<file path="config.mk">
export PLATFORM = sky130hd
export DESIGN_NAME = ps2_mouse_cursor
export DESIGN_NICKNAME = d
export VERILOG_FILES = /design/src/rtl/ps2_mouse_cursor.sv
export SDC_FILE = /design/constraint.sdc
export NUM_CORES = 1
export LEC_CHECK = 0
export ABC_AREA = 1
export ABC_CLOCK_PERIOD_IN_PS = 3700
export BUFFER_PORTS_ARGS = -buffer_cell sky130_fd_sc_hd__buf_2
export CORE_AREA = 2 2 87 89
export CTS_BUF_LIST = sky130_fd_sc_hd__clkbuf_4 sky130_fd_sc_hd__clkbuf_8
export DETAILED_ROUTE_END_ITERATION = 6
export DIE_AREA = 0 0 89 91
export HOLD_SLACK_MARGIN = 0.02
export PLACE_DENSITY = 0.84
export SYNTH_ARGS = -nofsm -noshare
export SYNTH_HDL_FRONTEND = slang
export SYNTH_SLANG_ARGS = --single-unit
</file>
<file path="constraint.sdc">
create_clock -name clk_100MHz -period 3.7 [get_ports clk_100MHz]
set_input_delay 0.37 -clock clk_100MHz [delete_from_list [all_inputs] [get_ports clk_100MHz]]
set_output_delay 0.37 -clock clk_100MHz [all_outputs]
set_load 0.02 [all_outputs]
</file>
<file path="src/rtl/ps2_mouse_cursor.sv">
// ps2_mouse_cursor: receive-only PS/2 mouse decoder.
// The block deserializes device-to-host frames and assembles 3-byte movement
// packets. It integrates a clamped cursor position and holds the button levels.
module ps2_mouse_cursor #(
  parameter int X_MAX   = 319,
  parameter int Y_MAX   = 239,
  parameter int X_INIT  = 160,
  parameter int Y_INIT  = 120,
  parameter int FILTER  = 8,
  parameter int TIMEOUT = 200000
) (
  input  logic       clk_100MHz,
  input  logic       reset,
  input  logic       ps2_clk,
  input  logic       ps2_data,
  output logic [8:0] xm,
  output logic [8:0] ym,
  output logic       left,
  output logic       right,
  output logic       packet_valid,
  output logic       frame_err
);

  localparam int FW = $clog2(FILTER + 1);
  localparam int TW = $clog2(TIMEOUT + 1);
  localparam logic signed [10:0] X_MAX_S = 11'(X_MAX);
  localparam logic signed [10:0] Y_MAX_S = 11'(Y_MAX);

  typedef enum logic [1:0] {IDLE, DATA, PARITY, STOP} state_t;

  // Header fields of byte 0 that the position update needs.
  typedef struct packed {
    logic yo;
    logic xo;
    logic ys;
    logic xs;
    logic r;
    logic l;
  } hdr_t;

  logic [1:0]    clk_sync, data_sync;
  logic          clk_filt, fall;
  logic [FW-1:0] filt_cnt;
  logic [TW-1:0] idle_cnt;
  logic          timeout;
  state_t        state_q, state_d;
  logic [7:0]    shift;
  logic [2:0]    bit_cnt;
  logic          parity_ok;
  logic          byte_ok, frame_bad;
  logic [1:0]    idx;
  hdr_t          hdr;
  logic [7:0]    b1;
  logic          din;

  assign din     = data_sync[1];
  assign timeout = (state_q != IDLE) && (idle_cnt == TW'(TIMEOUT));

  // Two-flop synchronizers for both asynchronous PS/2 lines (idle high).
  // NOTE: sequential state uses non-blocking assignments so every flop samples pre-edge values.
  always_ff @(posedge clk_100MHz) begin
    if (reset) begin
      clk_sync  <= 2'b11;
      data_sync <= 2'b11;
    end else begin
      clk_sync  <= {clk_sync[0], ps2_clk};
      data_sync <= {data_sync[0], ps2_data};
    end
  end

  // Glitch filter: accept a new clock level after FILTER equal samples; flag falling edges.
  always_ff @(posedge clk_100MHz) begin
    if (reset) begin
      clk_filt <= 1'b1;
      filt_cnt <= '0;
      fall     <= 1'b0;
    end else begin
      fall <= 1'b0;
      if (clk_sync[1] == clk_filt) begin
        filt_cnt <= '0;
      end else if (filt_cnt == FW'(FILTER - 1)) begin
        clk_filt <= clk_sync[1];
        filt_cnt <= '0;
        fall     <= ~clk_sync[1];
      end else begin
        filt_cnt <= filt_cnt + 1'b1;
      end
    end
  end

  // Idle counter: cleared by every sampled edge, saturates at TIMEOUT.
  always_ff @(posedge clk_100MHz) begin
    if (reset || fall || timeout) begin
      idle_cnt <= '0;
    end else if (idle_cnt != TW'(TIMEOUT)) begin
      idle_cnt <= idle_cnt + 1'b1;
    end
  end

  // Frame FSM state register.
  always_ff @(posedge clk_100MHz) begin
    if (reset) state_q <= IDLE;
    else       state_q <= state_d;
  end

  // Frame FSM next state plus byte-accept / frame-error strobes.
  // NOTE: every always_comb output gets a default first, so no path can infer a latch.
  always_comb begin
    state_d   = state_q;
    byte_ok   = 1'b0;
    frame_bad = 1'b0;
    if (timeout) begin
      state_d = IDLE;
    end else if (fall) begin
      unique case (state_q)
        IDLE:   if (!din) state_d = DATA;
        DATA:   if (bit_cnt == 3'd7) state_d = PARITY;
        PARITY: state_d = STOP;
        STOP: begin
          state_d = IDLE;
          if (din && parity_ok) byte_ok   = 1'b1;
          else                  frame_bad = 1'b1;
        end
        default: state_d = IDLE;
      endcase
    end
  end

  // Frame datapath: LSB-first shift register, bit counter, parity verdict.
  always_ff @(posedge clk_100MHz) begin
    if (reset) begin
      shift     <= '0;
      bit_cnt   <= '0;
      parity_ok <= 1'b0;
    end else if (fall && !timeout) begin
      unique case (state_q)
        IDLE:   bit_cnt <= '0;
        DATA: begin
          shift   <= {din, shift[7:1]};
          bit_cnt <= bit_cnt + 1'b1;
        end
        PARITY: parity_ok <= ^{shift, din};
        default: ;
      endcase
    end
  end

  // Candidate position from the stored header, byte 1 and the byte in the shifter.
  logic signed [10:0] dx, dy, nx, ny;
  logic [8:0]         x_next, y_next;
  always_comb begin
    dx = hdr.xo ? 11'sd0 : $signed({{3{hdr.xs}}, b1});
    dy = hdr.yo ? 11'sd0 : $signed({{3{hdr.ys}}, shift});
    nx = $signed({2'b00, xm}) + dx;
    ny = $signed({2'b00, ym}) - dy;
    if (nx < 0)            x_next = '0;
    else if (nx > X_MAX_S) x_next = X_MAX_S[8:0];
    else                   x_next = nx[8:0];
    if (ny < 0)            y_next = '0;
    else if (ny > Y_MAX_S) y_next = Y_MAX_S[8:0];
    else                   y_next = ny[8:0];
  end

  // Packet assembly, resync on byte 0 bit 3, output update on byte 2.
  always_ff @(posedge clk_100MHz) begin
    if (reset) begin
      idx          <= '0;
      hdr          <= '0;
      b1           <= '0;
      xm           <= 9'(X_INIT);
      ym           <= 9'(Y_INIT);
      left         <= 1'b0;
      right        <= 1'b0;
      packet_valid <= 1'b0;
      frame_err    <= 1'b0;
    end else begin
      packet_valid <= 1'b0;
      frame_err    <= frame_bad | timeout;
      if (frame_bad || timeout) begin
        idx <= '0;
      end else if (byte_ok) begin
        unique case (idx)
          2'd0: if (shift[3]) begin
            hdr <= '{yo: shift[7], xo: shift[6], ys: shift[5], xs: shift[4],
                     r: shift[1], l: shift[0]};
            idx <= 2'd1;
          end
          2'd1: begin
            b1  <= shift;
            idx <= 2'd2;
          end
          default: begin
            xm           <= x_next;
            ym           <= y_next;
            left         <= hdr.l;
            right        <= hdr.r;
            packet_valid <= 1'b1;
            idx          <= 2'd0;
          end
        endcase
      end
    end
  end

endmodule

</file>
==> impl_metrics.ini, run 1 <==
[run_status]
status = complete, no violations

[floorplanning]
start_util = 0.629
die_height_microns = 91
io_pins = 26
core_area_sq_mm = 0.00714
fp.dieW_microns = 89
row_count = 31
die_area_sq_mm = 0.00810

[sta]
fin_crit_sh = 0.660
tns_ns = 0
hold_viol_final = 0
slew-limit-headroom = 0.611
setup_viol = 0
finalCriticalPeriod_ns = 2.44
report.final.slew_viol_count = 0
skew_ns = 0.0105
rsz0062_at_grt = false
fmax_mhz = 410
worst_slew_pin_slew_ns = 0.578

[cells_and_area]
nNetsFinal = 693
antennaDiodeCount = 0
areaGrowthSynthToFinish_pct = 9.40
drive_gt1_frac = 0.106

[global_routing]
grt_pass1_wl_microns = 16200
antenna_found_initial = 0
grt_pass1_vias = 3776
grt_max_degree = 32
overflow = 0
grt_usage = 0.247

[power_and_ir_drop]
p_total_uw = 1620
vdd_ir_drop_max_mv = 0.266
powerDensity_mw_per_mm2 = 330
p_clk_frac = 0.443
swShare = 0.215
leakagePower_uw = 0.00219
p_comb_frac = 0.020
intPower_uw = 1270
switchingPower_uw = 348
p_seq_frac = 0.537

[clock_tree]
clk_latency_ns = 0.35
clockRootBuffer = clkbuf_8
clock_path_buffers = 2
cts_setup_buffers = 0
cts_tree = done
cts_hold_repair.buffers = 0
cts_resized = 0
clock_sinks = 80
clk_pin_slew_ns = 0.08
cts_buffers = 9
htree_levels = 3

[setup_path]
cp-start-kind = flip-flop
end_kind = flip-flop
crit_buf_inv = 2
critical_path_peak_fanout = 6
path_class = reg2reg
crit_arrival_ns = 2.68
reg2reg_slack_ns = 1.26
cpMaxStageDelayCell = fa_1
r2r_start = shift[0]$_SDFFE_PP0P_
worst_path_most_repeated_cell = nand2_1
cp_top_family = simple AND/OR/NAND/NOR gates
crit_chain = inv_1 -> nor2_1 -> ha_1 -> inv_1 -> fa_1 -> nand3_1 -> nand3_1 -> nand3_1 -> nand2_1 -> nand2_1 -> nand2_1 -> nor2_2 -> nand2_1 -> o21ai_0 -> nand2_1
reg2reg_to = ym[3]$_SDFFE_PP1P_
slowest_delay_ns = 0.45
crit_required_ns = 3.94
reg2reg_depth = 15

[yosys]
synthArstFlopShare = 0
yosys.area_share.simple = 0.306
synth-xor-area-share = 0.0371
synth_mux_area_frac = 0
synth_nets = 666
synth_top_family_by_area = simple AND/OR/NAND/NOR gates
ys_seq_elements = 80
yosysWarnings = 0
ys_top_cells_by_area = dfxtp_1 36%, nand2_1 13%, ha_1 8.1%
synthAdderAreaFrac = 0.0898
synth_compound_area_frac = 0.129
syn_inst = 631
netlist-cell-type-count = 44
synth_edf_count = 0
synth_top_cell_area_share = 0.357
synth_top_cell_by_area = dfxtp_1
ys.flop_type = dfxtp_1
yosysSeqAreaShare = 0.357
netlist_area_sq_mm = 0.00449
synth.avg_cell_area_sq_um = 7.11

[job]
drv_cap = 0

[routing]
wl_per_cell_microns = 12.2
viasPerCell = 5.33
vias = 4059
ant_nets = 0
drt_iter0_markers = 203
drt-pass1-iter-count = 4
drcViolationCount = 0
wl_microns = 9330

[worst_hold_path]
hold_depth = 2
min_from = ps2_data
whs_endpoint = data_sync[0]$_SDFF_PP1_
hp-class = in2reg

[placement]
gp_congestion = 0.957
io_buffers = 25
dp_hpwl_microns = 6920
stage by stage:
step	area, sq um	setup slack, ns	hold slack, ns	utilization	std cells
2_1_floorplan	4490	1.60	0.389	-	631
3_3_place_gp	4690	1.40	0.391	0.657	746
3_5_place_dp	4690	1.30	0.402	0.657	746
4_1_cts	4910	1.27	0.193	0.688	762
5_1_grt	4910	0.996	0.202	0.688	762
6_report	4910	1.26	0.201	0.688	762
logic make-up (layout without fill, tap and decap cells):
| kind of cell | Yosys count | after routing |
|---|---|---|
| fa+ha+maj | 31 | 31 |
| simple gates | 301 | 301 |
| compound gates | 109 | 109 |
| flops | 80 | 80 |
| buf+inv | 91 | 123 |
| xor+xnor | 19 | 19 |
cells in the final DEF (no fill, tap or decap), types with 3 or more instances in the layout:
cell      instances
ha_1             29
nor3_1            4
a21oi_1          68
nand4_1          10
nor2_1           53
nand2_1         158
o21ai_0          28
xnor2_1          10
buf_2            25
or2_2             5
nor3b_1           6
inv_1            77
nand3_1          43
nor2_2            6
nand3b_1          3
clkbuf_8          9
dfxtp_1          80
xor2_1            9
cell usage after synthesis (2+ instances only):
| cell type | number |
|---|---|
| nand2_1 | 158 |
| dfxtp_1 | 80 |
| inv_1 | 77 |
| a21oi_1 | 68 |
| nor2_1 | 53 |
| nand3_1 | 43 |
| ha_1 | 29 |
| o21ai_0 | 28 |
| nand4_1 | 10 |
| xnor2_1 | 10 |
| xor2_1 | 9 |
| nor2_2 | 6 |
| nor3b_1 | 6 |
| clkbuf_1 | 5 |
| or2_2 | 5 |
| nor3_1 | 4 |
| buf_4 | 3 |
| nand3b_1 | 3 |
| a31oi_1 | 2 |
| buf_2 | 2 |
| fa_1 | 2 |
| inv_2 | 2 |
| nand3_2 | 2 |
| nand3_4 | 2 |
| o21a_1 | 2 |
| o21bai_1 | 2 |
metal layers:
metal,wire [microns],global-route usage,vias up
met5,0,0,-
met4,191,0.0858,0
met3,401,0.0336,21
met2,4390,0.400,91
met1,4350,0.334,1836
li1,-,-,2111
cell type report:
| class | count | area, sq um |
|---|---|---|
| multi-input combinational | 460 | 2520 |
| fill | 615 | 2230 |
| sequential | 80 | 1600 |
| inverter | 80 | 300 |
| timing repair buffer | 27 | 140 |
| clock buffer | 11 | 139 |
| tap | 99 | 124 |
| clock inverter | 5 | 81.3 |
state kept, by name (all words and copies together), names as in the netlist:
| register | cells |
|---|---|
| idle_cnt | 18 |
| xm | 9 |
| ym | 9 |
| b1 | 8 |
| shift | 8 |
| hdr | 6 |
| filt_cnt | 4 |
| bit_cnt | 3 |
| clk_sync | 2 |
| data_sync | 2 |
| idx | 2 |
| state_q | 2 |
| clk_filt | 1 |
| fall | 1 |
| frame_err | 1 |
| left | 1 |
| packet_valid | 1 |
| parity_ok | 1 |
| right | 1 |
worst max path at each step:
stage | from | to | slack, ns | depth (start not counted)
floorplan | shift[0]$_SDFFE_PP0P_ | ym[5]$_SDFFE_PP1P_ | 1.60 | 15
global placement | shift[0]$_SDFFE_PP0P_ | ym[5]$_SDFFE_PP1P_ | 1.40 | 15
detailed placement | hdr[4]$_SDFFE_PP0P_ | xm[5]$_SDFFE_PP1P_ | 1.30 | 13
CTS | hdr[4]$_SDFFE_PP0P_ | xm[5]$_SDFFE_PP1P_ | 1.27 | 13
global route | shift[0]$_SDFFE_PP0P_ | ym[3]$_SDFFE_PP1P_ | 1.0 | 15
finish | shift[0]$_SDFFE_PP0P_ | ym[3]$_SDFFE_PP1P_ | 1.26 | 15
power by group through the flow:
| stage | registers, uW | logic, uW | clock network (uW) |
|---|---|---|---|
| floorplan | 889 | 24.5 | 0 |
| global placement | 889 | 30.9 | 0 |
| detailed placement | 890 | 32.5 | 0 |
| CTS | 869 | 32.7 | 728 |
| global route | 870 | 37.5 | 760 |
| finish | 870 | 32.3 | 718 |
(Power assumes the default switching activity.)
==> run 2, diff against run 1 <==
Settings changed: ABC_CLOCK_PERIOD_IN_PS 3700 to 2420, CORE_AREA 2 2 87 89 to 2 2 88 90, DIE_AREA 0 0 89 91 to 0 0 90 92, PLACE_DENSITY 0.84 to 0.82.
Clock period 3.7 ns to 2.42 ns, I/O delays scaled along.
==> run 2 against run 1 <==
Against the previous run: non-clock buffer count increased by 7; final area grew 1.8%; cell count increased by 1.2%; via count rose by 1.3%; first-iteration DRC count grew 7.9%; clock skew up 0.00083 ns; routed wire length up 3.7%; critical path type unchanged.
==> impl_metrics.ini, run 2 (synthesis gave the netlist of run 1 again) <==
[run_status]
status = complete, no violations

[sta]
finalCriticalPeriod_ns = 2.31
report.final.slew_viol_count = 0
slew-limit-headroom = 0.608
worst_slew_pin_slew_ns = 0.584
fmax_mhz = 433
hold_viol_final = 0
skew_ns = 0.0113
fin_crit_sh = 0.955
setup_viol = 0

[setup_path]
cpMaxStageDelayCell = fa_2
end_kind = flip-flop
path_class = reg2reg
cp-start-kind = flip-flop
reg2reg_depth = 15
crit_required_ns = 2.66
crit_arrival_ns = 2.55
reg2reg_to = ym[3]$_SDFFE_PP1P_
critical_path_peak_fanout = 6
reg2reg_slack_ns = 0.11
r2r_start = shift[0]$_SDFFE_PP0P_
slowest_delay_ns = 0.38
worst_path_most_repeated_cell = nand2_1
crit_chain = inv_1 -> nor2_1 -> ha_1 -> inv_1 -> fa_2 -> nand3_1 -> nand3_2 -> nand3_1 -> nand2_1 -> nand2_1 -> nand2_1 -> nor2_4 -> nand2_1 -> o21ai_0 -> nand2_1

[global_routing]
antenna_found_initial = 0
grt_usage = 0.251
grt_pass1_wl_microns = 17200
grt_max_degree = 31
overflow = 0
grt_pass1_vias = 3984

[cells_and_area]
areaGrowthSynthToFinish_pct = 11.3
antennaDiodeCount = 0
final_common_cell = nand2_1
layout_common_cells = 157 x nand2_1, 78 x dfxtp_1, 76 x inv_1, 67 x a21oi_1, 53 x nor2_1
drive_gt1_frac = 0.127
instances_no_fill = 771
postLayoutCellArea_sq_mm = 0.00499
top_register = idle_cnt
largest_register_ffs = 18
nNetsFinal = 700
reg_top3 = idle_cnt x18, xm x9, ym x9

[floorplanning]
fp.dieW_microns = 90
core_area_sq_mm = 0.00745
start_util = 0.602
row_count = 32
die_height_microns = 92
die_area_sq_mm = 0.00828
io_pins = 26

[routing]
drt-pass1-iter-count = 5
wl_met2_microns = 4710
wl_met3_microns = 345
drcViolationCount = 0
drt_iter0_markers = 219
wl_per_cell_microns = 12.5
ant_nets = 0
wl_met1_microns = 4410
viasPerCell = 5.33
wl_microns = 9680
vias = 4112
dr.max_layer_used = met4

[clock_tree]
cts_hold_repair.buffers = 0
cts_buffers = 9
cts_resized = 0
cts_setup_buffers = 0
htree_levels = 3
clockRootBuffer = clkbuf_8
clk_pin_slew_ns = 0.08
cts_tree = done
clk_latency_ns = 0.35
clock_sinks = 80
clock_path_buffers = 2

[power_and_ir_drop]
leakagePower_uw = 0.00223
vdd_ir_drop_max_mv = 0.353
powerDensity_mw_per_mm2 = 494

[placement]
io_buffers = 25
dp_hpwl_microns = 7120
dpl_cell_area_sq_mm = 0.00474
gp_congestion = 0.976
dp.cells = 756

[worst_hold_path]
hp-class = in2reg
whs_endpoint = clk_sync[0]$_SDFF_PP1_
min_from = ps2_clk
hold_depth = 2

[job]
drv_cap = 0
==> run 2: critical path, delay by kind of cell, from the launching register on <==
| kind | cells | cell delay [ns] |
|---|---|---|
| compound gates | 1 | 0.16 |
| buf+inv | 2 | 0.13 |
| flops | 1 | 0.36 |
| fa+ha+maj | 2 | 0.53 |
| simple gates | 10 | 1.03 |
==> run 2: per-layer routing <==
layer	global-route usage	up-vias
met3	0.0320	20
met2	0.437	84
met4	0.103	0
met5	0	-
met1	0.315	1887
li1	-	2121
==> run 2: worst max path at each step <==
stage	start	endpoint	slack (ns)	cells after the start
global route	shift[0]$_SDFFE_PP0P_	ym[3]$_SDFFE_PP1P_	-0.06	15
CTS	shift[0]$_SDFFE_PP0P_	ym[3]$_SDFFE_PP1P_	0.06	15
detailed placement	shift[0]$_SDFFE_PP0P_	ym[3]$_SDFFE_PP1P_	0.07	15
finish	shift[0]$_SDFFE_PP0P_	ym[3]$_SDFFE_PP1P_	0.11	15
floorplan	shift[0]$_SDFFE_PP0P_	ym[5]$_SDFFE_PP1P_	0.32	15
global placement	shift[0]$_SDFFE_PP0P_	ym[5]$_SDFFE_PP1P_	0.16	15
==> run 2: layout make-up <==
class                           count  area [sq um]
Clock buffer                       10           138
Inverter                           80           300
Fill cell                         648          2450
Sequential cell                    80          1600
Multi-Input combinational cell    460          2550
Tap cell                          102           128
Timing Repair Buffer               34           193
Clock inverter                      5          81.3
==> run 2: power breakdown <==
group	internal (uW)	switching, uW
registers	1320	6.42
logic	17.9	32.1
clock network	603	485
total	1940	523
==> run 2: per-stage QoR <==
stage / hold WS (ns) / worst slack (ns) / utilization / TNS (ns) / power [uW]
3_5_place_dp: 0.394 / 0.0702 / 0.637 / 0 / 1410
3_3_place_gp: 0.394 / 0.162 / 0.637 / 0 / 1410
6_report: 0.0682 / 0.109 / 0.671 / 0 / 2470
2_1_floorplan: 0.346 / 0.319 / - / 0 / 1400
4_1_cts: 0.0602 / 0.0553 / 0.666 / 0 / 2490
5_1_grt: 0.0744 / -0.0577 / 0.671 / -0.130 / 2550
